File: src/rtl/adder_bist_ctrl.sv
// Built-in self-test controller for half/ripple adders: walks every operand pair,
// waits a settle window, then checks {carry,sum} against a golden a+b.
module adder_bist_ctrl #(
    parameter int WIDTH  = 1,
    parameter int SETTLE = 1
) (
    input  logic               clk,
    input  logic               rst_n,
    input  logic               start,
    output logic [WIDTH-1:0]   a_out,
    output logic [WIDTH-1:0]   b_out,
    input  logic [WIDTH-1:0]   sum_in,
    input  logic               carry_in,
    output logic               busy,
    output logic               done,
    output logic               pass,
    output logic [2*WIDTH:0]   fail_count,
    output logic [WIDTH-1:0]   fail_a,
    output logic [WIDTH-1:0]   fail_b,
    output logic [WIDTH-1:0]   fail_sum,
    output logic               fail_carry
);

    localparam int VW = 2 * WIDTH;
    localparam int CW = 2 * WIDTH + 1;
    localparam logic [3:0]    SETTLE_LOAD = 4'(SETTLE - 1);
    localparam logic [VW-1:0] VEC_ONE     = VW'(1);
    localparam logic [CW-1:0] CNT_ONE     = CW'(1);

    typedef enum logic [1:0] {
        S_IDLE   = 2'd0,
        S_SETTLE = 2'd1,
        S_CHECK  = 2'd2,
        S_DONE   = 2'd3
    } state_t;

    state_t          state;
    logic [VW-1:0]   vec;
    logic [3:0]      cnt;
    logic [WIDTH:0]  exp_res;
    logic            mismatch;
    logic            first_fail;

    assign a_out = vec[VW-1:WIDTH];
    assign b_out = vec[WIDTH-1:0];

    // Case-inequality so that X/Z from the adder under test counts as a failure.
    assign exp_res    = {1'b0, a_out} + {1'b0, b_out};
    assign mismatch   = ({carry_in, sum_in} !== exp_res);
    assign first_fail = mismatch && (fail_count == '0);

    always_ff @(posedge clk or negedge rst_n) begin
        if (!rst_n) begin
            state      <= S_IDLE;
            vec        <= '0;
            cnt        <= '0;
            busy       <= 1'b0;
            done       <= 1'b0;
            pass       <= 1'b0;
            fail_count <= '0;
            fail_a     <= '0;
            fail_b     <= '0;
            fail_sum   <= '0;
            fail_carry <= 1'b0;
        end else begin
            case (state)
                S_IDLE, S_DONE: begin
                    if (start) begin
                        state      <= S_SETTLE;
                        vec        <= '0;
                        cnt        <= SETTLE_LOAD;
                        busy       <= 1'b1;
                        done       <= 1'b0;
                        pass       <= 1'b0;
                        fail_count <= '0;
                        fail_a     <= '0;
                        fail_b     <= '0;
                        fail_sum   <= '0;
                        fail_carry <= 1'b0;
                    end
                end
                S_SETTLE: begin
                    if (cnt == 4'd0) begin
                        state <= S_CHECK;
                    end else begin
                        cnt <= cnt - 4'd1;
                    end
                end
                S_CHECK: begin
                    if (mismatch) begin
                        fail_count <= fail_count + CNT_ONE;
                    end
                    if (first_fail) begin
                        fail_a     <= a_out;
                        fail_b     <= b_out;
                        fail_sum   <= sum_in;
                        fail_carry <= carry_in;
                    end
                    if (&vec) begin
                        // Vector stays on the last pair so the adder inputs hold in DONE.
                        state <= S_DONE;
                        busy  <= 1'b0;
                        done  <= 1'b1;
                        pass  <= (fail_count == '0) && !mismatch;
                    end else begin
                        state <= S_SETTLE;
                        vec   <= vec + VEC_ONE;
                        cnt   <= SETTLE_LOAD;
                    end
                end
                default: state <= S_IDLE;
            endcase
        end
    end

endmodule

File: config.mk
export PLATFORM = sky130hd
export DESIGN_NAME = adder_bist_ctrl
export DESIGN_NICKNAME = d
export VERILOG_FILES = /design/src/rtl/adder_bist_ctrl.sv
export SDC_FILE = /design/constraint.sdc
export NUM_CORES = 1
export LEC_CHECK = 0
export ABC_CLOCK_PERIOD_IN_PS = 5000
export BUFFER_PORTS_ARGS = -buffer_cell sky130_fd_sc_hd__buf_2
export CORE_MARGIN = 4
export CORE_UTILIZATION = 60
export DETAILED_ROUTE_END_ITERATION = 12
export PLACE_DENSITY = 0.92
export SYNTH_ARGS = -nofsm -noshare
export SYNTH_HDL_FRONTEND = slang
export SYNTH_SLANG_ARGS = --single-unit
export TNS_END_PERCENT = 20
File: constraint.sdc
create_clock -name clk -period 5 [get_ports clk]
set_clock_uncertainty 0.05 [all_clocks]
set_input_delay 0.25 -clock clk [delete_from_list [all_inputs] [get_ports clk]]
set_output_delay 0.25 -clock clk [all_outputs]
set_load 0.05 [all_outputs]
==> flow_metrics.tcl, run 1 <==
set metrics [dict create \
    drtPass1Iterations 5 \
    cp.arrival_ns 2.29 \
    grt_max_degree 25 \
    r2r-start "state[0]" \
    synth_ff_type "dfrtp_1" \
    criticalPathCategory "flip-flop to flip-flop" \
    die_h_um 52.5 \
    synth_seq_cells 18 \
    finalCritPeriodShare_pct 42.9 \
    yosysUniqueCellTypes 43 \
    setup_viol_count_final 0 \
    gp_congestion 0.753 \
    worst_slew_margin_rel_pct 47.8 \
    synth_simple_gate_area_share_pct 18.9 \
    startpoint_type "flip-flop" \
    grt_pass1_vias 948 \
    holdBufCountCts 1 \
    design_area_um2 1290 \
    antenna_found_initial 0 \
    startpoint "state[0]" \
    yosysTopAreaCellShare_pct 37.9 \
    num_rows 15 \
    synth_top_family_by_area "compound AO/OA/AOI/OAI gates" \
    coreArea_um2 1800 \
    die_x_um 52.5 \
    synth_area_per_cell_um2 9.67 \
    synth_nets 135 \
    min_from "sum_in" \
    p_per_area_nw_per_um2 585 \
    cp-end-kind "flip-flop" \
    met2_usage_pct 34.5 \
    grt_usage_pct 19.0 \
    worst_pin_slew_ns 0.783 \
    routedWlPerCell_um 14.8 \
    fin_hold_ws_ns 0.189 \
    io_pins 17 \
    yosys.area_share.adder_pct 7.36 \
    ys_seq_area_share_pct 37.9 \
    gr-total-overflow 0 \
    die_area_um2 2760 \
    cts_resized 0 \
    worst_ir_drop_vdd_v 0.000404 \
    grt_pass1_wl_um 3950 \
    routed_wl_um 2390 \
    status "finished, final reports clean" \
    vias 968 \
    multi_input_area_um2 639 \
    port_buffers 16 \
    cts.sinks 18 \
    fmax_ghz 0.467 \
    async_flop_share_pct 100 \
    grt_use_met1_pct 22.9 \
    cts_tree "done" \
    clk_latency_ns 0.29 \
    cp.required_ns 5.14 \
    synth_xor_area_share_pct 2.10 \
    maxCapViolCount 0 \
    p_leak_nw 0.643 \
    final.setup.tns_ns 0 \
    vias_per_cell 5.98 \
    syn_area_um2 1190 \
    final_max_slew_viol_count 0 \
    path_max_fanout 24 \
    cts-root-buf "clkbuf_4" \
    yosys-top-cells-area "dfrtp_1 (38%), ha_1 (7.4%), nand2_1 (4.7%), o211ai_2 (4.2%), buf_6 (3.8%)" \
    post-route-drc-count 0 \
    antenna_cells 0 \
    fillerInstances 155 \
    placed_area_um2 1240 \
    rsz0062_at_grt "false" \
    ant_nets 0 \
    clockBufferDepth 2 \
    initial_core_util_pct 66.0 \
    min_path_type "input port to flip-flop" \
    synth-warning-count 0 \
    path_clk_slew_ns 0.11 \
    post-dp-hpwl_um 1760 \
    numCtsBuffers 3 \
    first_iter_violations 18 \
    grt_busiest_layer "met2" \
    post_cts_buffers 0 \
    h-tree-depth 1 \
    final.min_clock_period_ns 2.14 \
    final-hold-violation-count 0 \
    synth_top_cell_by_area "dfrtp_1" \
    layout.nets 150 \
    grt_util_met3_pct 2.85 \
    synth_compound_area_share_pct 21.2 \
    synth_mux_area_share_pct 4.10 \
    synth_edf_count 0 \
    syn_to_final_growth_pct 8.31 \
    area.sequential_um2 450 \
    final_layout_size_suffix_gt1_share_pct 24.1 \
    syn_inst 123 \
]
[worst paths after layout]
kind | to | slack, ns | cells past startpoint
hold reg to reg | cnt[0] | 0.48 | 1
max in group asynchronous | cnt[0] | 4.26 | 2
setup / recovery | cnt[1] | 2.86 | 6
setup reg to reg | cnt[1] | 2.86 | 6
min in group asynchronous | pass | 0.35 | 2
hold / removal | fail_sum | 0.19 | 3
[registers in the layout (all words and copies together) (netlist names)]
name / flops
busy: 1
fail_b: 1
pass: 1
vec: 2
state: 2
cnt: 4
fail_a: 1
done: 1
fail_carry: 1
fail_sum: 1
fail_count: 3
[Yosys cell counts, types with 2 or more instances]
| cell type | instances |
|---|---|
| dfrtp_1 | 18 |
| nand2_1 | 15 |
| inv_1 | 11 |
| a21oi_1 | 7 |
| ha_1 | 7 |
| o21ai_0 | 5 |
| a22o_1 | 4 |
| buf_6 | 4 |
| nand3_1 | 4 |
| nor2_1 | 4 |
| o211ai_2 | 4 |
| nor2b_1 | 3 |
| and2_1 | 2 |
| buf_2 | 2 |
| mux2i_1 | 2 |
| nand2b_1 | 2 |
| o41ai_1 | 2 |
| or3_1 | 2 |
[placed cells by master, fill, tap and decap left out, types with 2 or more instances in the layout]
cell and count:
a21oi_1 7, a22o_1 4, and2_1 2, buf_2 16
clkbuf_4 3, dfrtp_1 18, ha_1 7, inv_1 11
mux2i_1 2, nand2_1 15, nand2b_1 2, nand3_1 4
nor2_1 4, nor2b_1 3, o211ai_2 4, o21ai_0 5
o41ai_1 2, or3_1 2
[power by group]
| group | switching [mW] | total, mW | internal (mW) |
|---|---|---|---|
| sequential | 0.0409 | 0.223 | 0.182 |
| combinational | 0.279 | 0.440 | 0.161 |
| clock | 0.0469 | 0.0913 | 0.0444 |
[stage by stage]
step / std cells / setup WS (ns) / power, mW / utilization, %
after global routing: 162 / 2.68 / 0.803 / 71.5
after global placement: 157 / 3.01 / 0.637 / 69.0
final: 162 / 2.86 / 0.754 / 71.5
after detailed placement: 157 / 2.92 / 0.659 / 69.0
after floorplan: 123 / 3.02 / 0.595 / -
after CTS: 162 / 2.90 / 0.750 / 71.5
[kinds of logic after synthesis]
logic type / Yosys count
simple gates: 40
flops: 18
compound gates: 34
xor+xnor: 2
fa+ha+maj: 7
mux: 4
buf+inv: 18
[layout make-up]
class | count | share of cell area (%)
multi-input cells | 87 | 49.6
flip-flops and latches | 18 | 35.0
repair buffers | 17 | 6.99
inverters | 11 | 3.20
clock buffers | 4 | 2.82
well taps | 25 | 2.43
[critical path, stage by stage, from the launching register on]
cell,delay (ns)
dfrtp_1,0.42
inv_1,0.08
ha_1,0.67
nand2_1,0.24
o21ai_1,0.28
o31ai_1,0.11
a22o_1,0.19
[per-layer routing]
| layer | routed length (µm) | up-vias |
|---|---|---|
| li1 | - | 461 |
| met5 | 0 | - |
| met2 | 1210 | 31 |
| met3 | 129 | 4 |
| met1 | 1030 | 472 |
| met4 | 27 | 0 |
No activity file was read; power rests on OpenSTA's default activity.
==> inputs of run 2 (changes only) <==
Settings changed: ABC_CLOCK_PERIOD_IN_PS 5000 to 2200, CORE_UTILIZATION 60 to 56, PLACE_DENSITY 0.92 to 0.87.
Clock period 5 ns to 2.2 ns, I/O delays scaled along.
==> run 2 against run 1 <==
Clock power is 130% higher. Core utilization decreased by 5.6 points. Total power up 130%. Global-route usage shrank 0.34 points. Worst setup slack got worse by 2.7 ns. Critical path depth unchanged. Cell count is 2.5% higher. Sequential share of layout area down 0.47 points. Sequential power rose by 130%. Critical path type unchanged. Critical endpoint is now fail_count[0].
==> flow_metrics.tcl, run 2 (same netlist as run 1, synthesis figures left out) <==
set metrics [dict create \
    first_iter_violations 30 \
    num_rows 16 \
    power_frac_comb_pct 58.8 \
    clk_latency_ns 0.30 \
    die_area_um2 2930 \
    worst_slew_margin_rel_pct 70.3 \
    grt_pass1_vias 926 \
    whs_endpoint "fail_carry" \
    cts-root-buf "clkbuf_4" \
    routedWlPerCell_um 14.4 \
    cts_resized 0 \
    power_frac_clock_pct 12.0 \
    fmax_ghz 0.500 \
    initial_core_util_pct 60.0 \
    post-dp-hpwl_um 1790 \
    io_pins 17 \
    h-tree-depth 1 \
    cp.arrival_ns 2.15 \
    grt_pass1_wl_um 3940 \
    final_max_slew_viol_count 0 \
    largest_reg_flops 4 \
    r2r-start "state[0]" \
    routed_wl_um 2390 \
    port_buffers 16 \
    p_sw_share_pct 48.2 \
    die_x_um 54.1 \
    crit_chain "inv_1, ha_1, nor2b_2, nor2_1, mux2_4, a22o_1" \
    final_layout_size_suffix_gt1_share_pct 25.2 \
    power_mw 1.73 \
    p_leak_nw 0.653 \
    post-route-drc-count 0 \
    reg2reg_depth 6 \
    vias_per_cell 5.78 \
    startpoint "state[0]" \
    grt_usage_pct 18.6 \
    layout.nets 152 \
    final.min_clock_period_ns 2.00 \
    grt_max_degree 19 \
    syn_to_final_growth_pct 9.78 \
    die_h_um 54.1 \
    ant_nets 0 \
    met2_length_um 1140 \
    mostFrequentLayoutCell "dfrtp_1" \
    slowest_stage "ha_1" \
    post_cts_buffers 0 \
    gp_congestion 0.803 \
    r2r_slack_ns 0.20 \
    top_regs "cnt: 4 flops, fail_count: 3 flops" \
    p_per_area_nw_per_um2 1330 \
    worst_pin_slew_ns 0.446 \
    route.met3.wl_um 114 \
    p_switching_uw 836 \
    setup_viol_count_final 0 \
    status "finished, final reports clean" \
    numCtsBuffers 3 \
    final-hold-violation-count 0 \
    final_cell_mix "dfrtp_1 (18), buf_2 (16), nand2_1 (15)" \
    regMostFlops "cnt" \
    min_from "carry_in" \
    worst_ir_drop_vdd_v 0.000679 \
    path_clk_slew_ns 0.11 \
    gr-total-overflow 0 \
    cts.sinks 18 \
    startpoint_type "flip-flop" \
    cp.required_ns 2.35 \
    cts_tree "done" \
    coreArea_um2 1980 \
    power_frac_seq_pct 29.2 \
    worstReg2RegEnd "fail_count[0]" \
    holdBufCountCts 1 \
    path_max_fanout 9 \
    cp-end-kind "flip-flop" \
    maxCapViolCount 0 \
    rsz0062_at_grt "false" \
    antenna_found_initial 0 \
    finalCritPeriodShare_pct 90.9 \
    criticalPathCategory "flip-flop to flip-flop" \
    min_path_type "input port to flip-flop" \
    max_stage_delay_ns 0.45 \
    antenna_cells 0 \
    vias 960 \
    power.internal_uw 898 \
    maxUsedRoutingLayer "met4" \
    drtPass1Iterations 4 \
    final.setup.tns_ns 0 \
    clockBufferDepth 2 \
    met1_length_um 1100 \
    min_path_cells 3 \
]
[run 2: area by class of cell]
| type | instances | area, µm² |
|---|---|---|
| multi-input cells | 87 | 639 |
| clock buffers | 4 | 36.3 |
| fillers | 151 | 676 |
| repair buffers | 19 | 105 |
| flip-flops and latches | 18 | 450 |
| inverters | 11 | 41.3 |
| well taps | 27 | 33.8 |
[run 2: power groups by stage]
stage | combinational (mW) | sequential [mW] | clock [mW]
2_1_floorplan | 0.720 | 0.632 | 0
3_3_place_gp | 0.964 | 0.500 | 0
3_5_place_dp | 1.01 | 0.508 | 0
4_1_cts | 1.02 | 0.504 | 0.213
5_1_grt | 1.11 | 0.518 | 0.228
6_report | 1.02 | 0.507 | 0.208
[run 2: routing by layer]
metal / global-route usage (%) / up-vias
li1: - / 468
met1: 23.4 / 455
met2: 30.4 / 30
met3: 3.88 / 7
met4: 8.71 / 0
met5: 0 / -
[run 2: critical path, delay by kind of cell (launching register included)]
kind | cells | cell delay [ns]
AOI/OAI and AO/OA | 1 | 0.18
adders and majority gates | 1 | 0.45
buffers and inverters | 1 | 0.07
DFF | 1 | 0.39
muxes | 1 | 0.27
and+or+nand+nor | 2 | 0.49
[run 2: metrics by stage]
step | std cells | setup WS [ns] | utilization, % | hold slack [ns] | area, µm²
after detailed placement | 161 | 0.228 | 63.6 | 0.00964 | 1260
after CTS | 166 | 0.225 | 65.9 | 0.0474 | 1310
after global routing | 166 | 0.114 | 65.9 | 0.0459 | 1310
after global placement | 161 | 0.335 | 63.6 | 0.00511 | 1260
after floorplan | 123 | 0.219 | - | -0.236 | 1190
final | 166 | 0.201 | 65.9 | 0.0510 | 1310
[run 2: how the worst max path moves through the flow]
stage,end,slack (ns),depth (start not counted)
floorplan,fail_count[0],0.22,5
global placement,fail_count[0],0.34,6
detailed placement,fail_count[0],0.23,6
CTS,fail_count[0],0.23,6
global route,fail_count[0],0.11,6
finish,fail_count[0],0.20,6
==> inputs of run 3 (changes only) <==
Settings changed: ABC_CLOCK_PERIOD_IN_PS 2200 to 2300, CORE_UTILIZATION 56 to 60, PLACE_DENSITY 0.87 to 0.92.
Clock period 2.2 ns to 2.3 ns, I/O delays scaled along.
==> run 3 against run 2 <==
Critical path type unchanged. Total power is 6.4% lower. Via count shrank 1.1%. Sequential power fell by 5.5%. Cell count shrank 1.8%. Clock-buffer cell count did not move.
==> flow_metrics.tcl, run 3 (same netlist as run 1, synthesis figures left out) <==
set metrics [dict create \
    antenna_cells 0 \
    clk_latency_ns 0.30 \
    post-dp-hpwl_um 1730 \
    regMostFlops "cnt" \
    min_path_cells 3 \
    layout.nets 151 \
    gr-total-overflow 0 \
    grt_max_degree 19 \
    critical-path-top-delay-family "simple AND/OR/NAND/NOR gates" \
    final_cell_mix "dfrtp_1 (18), buf_2 (16), nand2_1 (15)" \
    maxCapViolCount 0 \
    dpl_worst_slack_ns 0.366 \
    vias_per_cell 5.82 \
    area.sequential_um2 450 \
    initial_core_util_pct 66.0 \
    setup_viol_count_final 0 \
    worst_pin_slew_ns 0.444 \
    fillerInstances 139 \
    numCtsBuffers 3 \
    cts_resized 0 \
    final_max_slew_viol_count 0 \
    top_regs "cnt: 4 flops, fail_count: 3 flops" \
    slowest_stage "ha_1" \
    routedWlPerCell_um 14.5 \
    gp_congestion 0.860 \
    die_x_um 52.5 \
    coreArea_um2 1800 \
    worst_slew_margin_rel_pct 70.4 \
    fmax_ghz 0.508 \
    post-route-drc-count 0 \
    p_per_area_nw_per_um2 1250 \
    largest_reg_flops 4 \
    grt_pass1_vias 985 \
    cts_tree "done" \
    final_core_util_pct 71.9 \
    num_rows 15 \
    first_iter_violations 16 \
    criticalPathCategory "flip-flop to flip-flop" \
    port_buffers 16 \
    final.min_clock_period_ns 1.97 \
    clockBufferDepth 2 \
    reg2reg_depth 6 \
    path_clk_slew_ns 0.10 \
    cp.required_ns 2.45 \
    path_max_fanout 9 \
    cts-root-buf "clkbuf_4" \
    multi_input_area_um2 639 \
    final.setup.tns_ns 0 \
    drtPass1Iterations 4 \
    startpoint_type "flip-flop" \
    worst_ir_drop_vdd_v 0.000632 \
    max_stage_delay_ns 0.43 \
    ant_nets 0 \
    setup_slack_ns 0.332 \
    post_cts_buffers 0 \
    grt_usage_pct 20.4 \
    holdBufCountCts 1 \
    critPathBufInv 1 \
    fin_hold_ws_ns 0.0595 \
    status "finished, final reports clean" \
    final-hold-violation-count 0 \
    p_leak_nw 0.648 \
    antenna_found_initial 0 \
    vias 949 \
    die_area_um2 2760 \
    final_layout_size_suffix_gt1_share_pct 24.6 \
    mostFrequentLayoutCell "dfrtp_1" \
    crit_chain "inv_1, ha_1, nor2b_2, nor2_1, mux2_4, a22o_1" \
    cp-end-kind "flip-flop" \
    rsz0062_at_grt "false" \
    cp.arrival_ns 2.12 \
    die_h_um 52.5 \
    io_pins 17 \
    cts.sinks 18 \
    grt_pass1_wl_um 4170 \
    finalCritPeriodShare_pct 85.6 \
    routed_wl_um 2370 \
    min_path_type "input port to flip-flop" \
    syn_to_final_growth_pct 8.94 \
    cp.depth 6 \
    h-tree-depth 1 \
]
-- run 3: cell count changes in the layout (fill, tap and decap cells not counted), sizes merged --
| cell | change |
|---|---|
| buf | -1 |
-- run 3: report_power, final --
part	total (mW)	switching, mW	internal [mW]	leakage [nW]
logic	0.942	0.592	0.351	0.389
registers	0.479	0.0843	0.395	0.238
clock network	0.200	0.104	0.0967	0.0210
-- run 3: metrics by stage --
stage | instance area, µm² | instances | total power, mW
after CTS | 1300 | 163 | 1.63
after global placement | 1250 | 158 | 1.38
after floorplan | 1190 | 123 | 1.29
final | 1300 | 163 | 1.62
after detailed placement | 1250 | 158 | 1.42
after global routing | 1300 | 163 | 1.76
-- run 3: layout make-up --
cell class,count,area share (%)
multi-input combinational,87,49.3
sequential,18,34.7
timing repair buffer,18,7.53
inverter,11,3.19
clock buffer,4,2.80
tap,25,2.41
-- run 3: routing by layer --
metal  track usage (%)  share of wire [%]  up-vias  wire [µm]
met5                 0                  0        -          0
met4              5.96                1.2        0         29
met3              5.70                6.1        5        144
met2              34.5                 48       32       1150
met1              25.0                 44      448       1050
li1                  -                  -      464          -
-- run 3: final timing paths --
kind,from,endpoint,slack (ns)
worst max-delay path,state[0],fail_count[0],0.33
worst min-delay path,sum_in,fail_sum,0.06
worst max register to register,state[0],fail_count[0],0.33
worst min register to register,cnt[0],cnt[0],0.46
max in group asynchronous,rst_n,fail_b,1.70
min in group asynchronous,rst_n,busy,0.21
-- run 3: worst register-to-register path: stages (launching register included) --
cell and delay [ns]:
dfrtp_1 0.39, inv_1 0.06, ha_1 0.43, nor2b_2 0.42, nor2_1 0.08, mux2_4 0.26, a22o_1 0.17
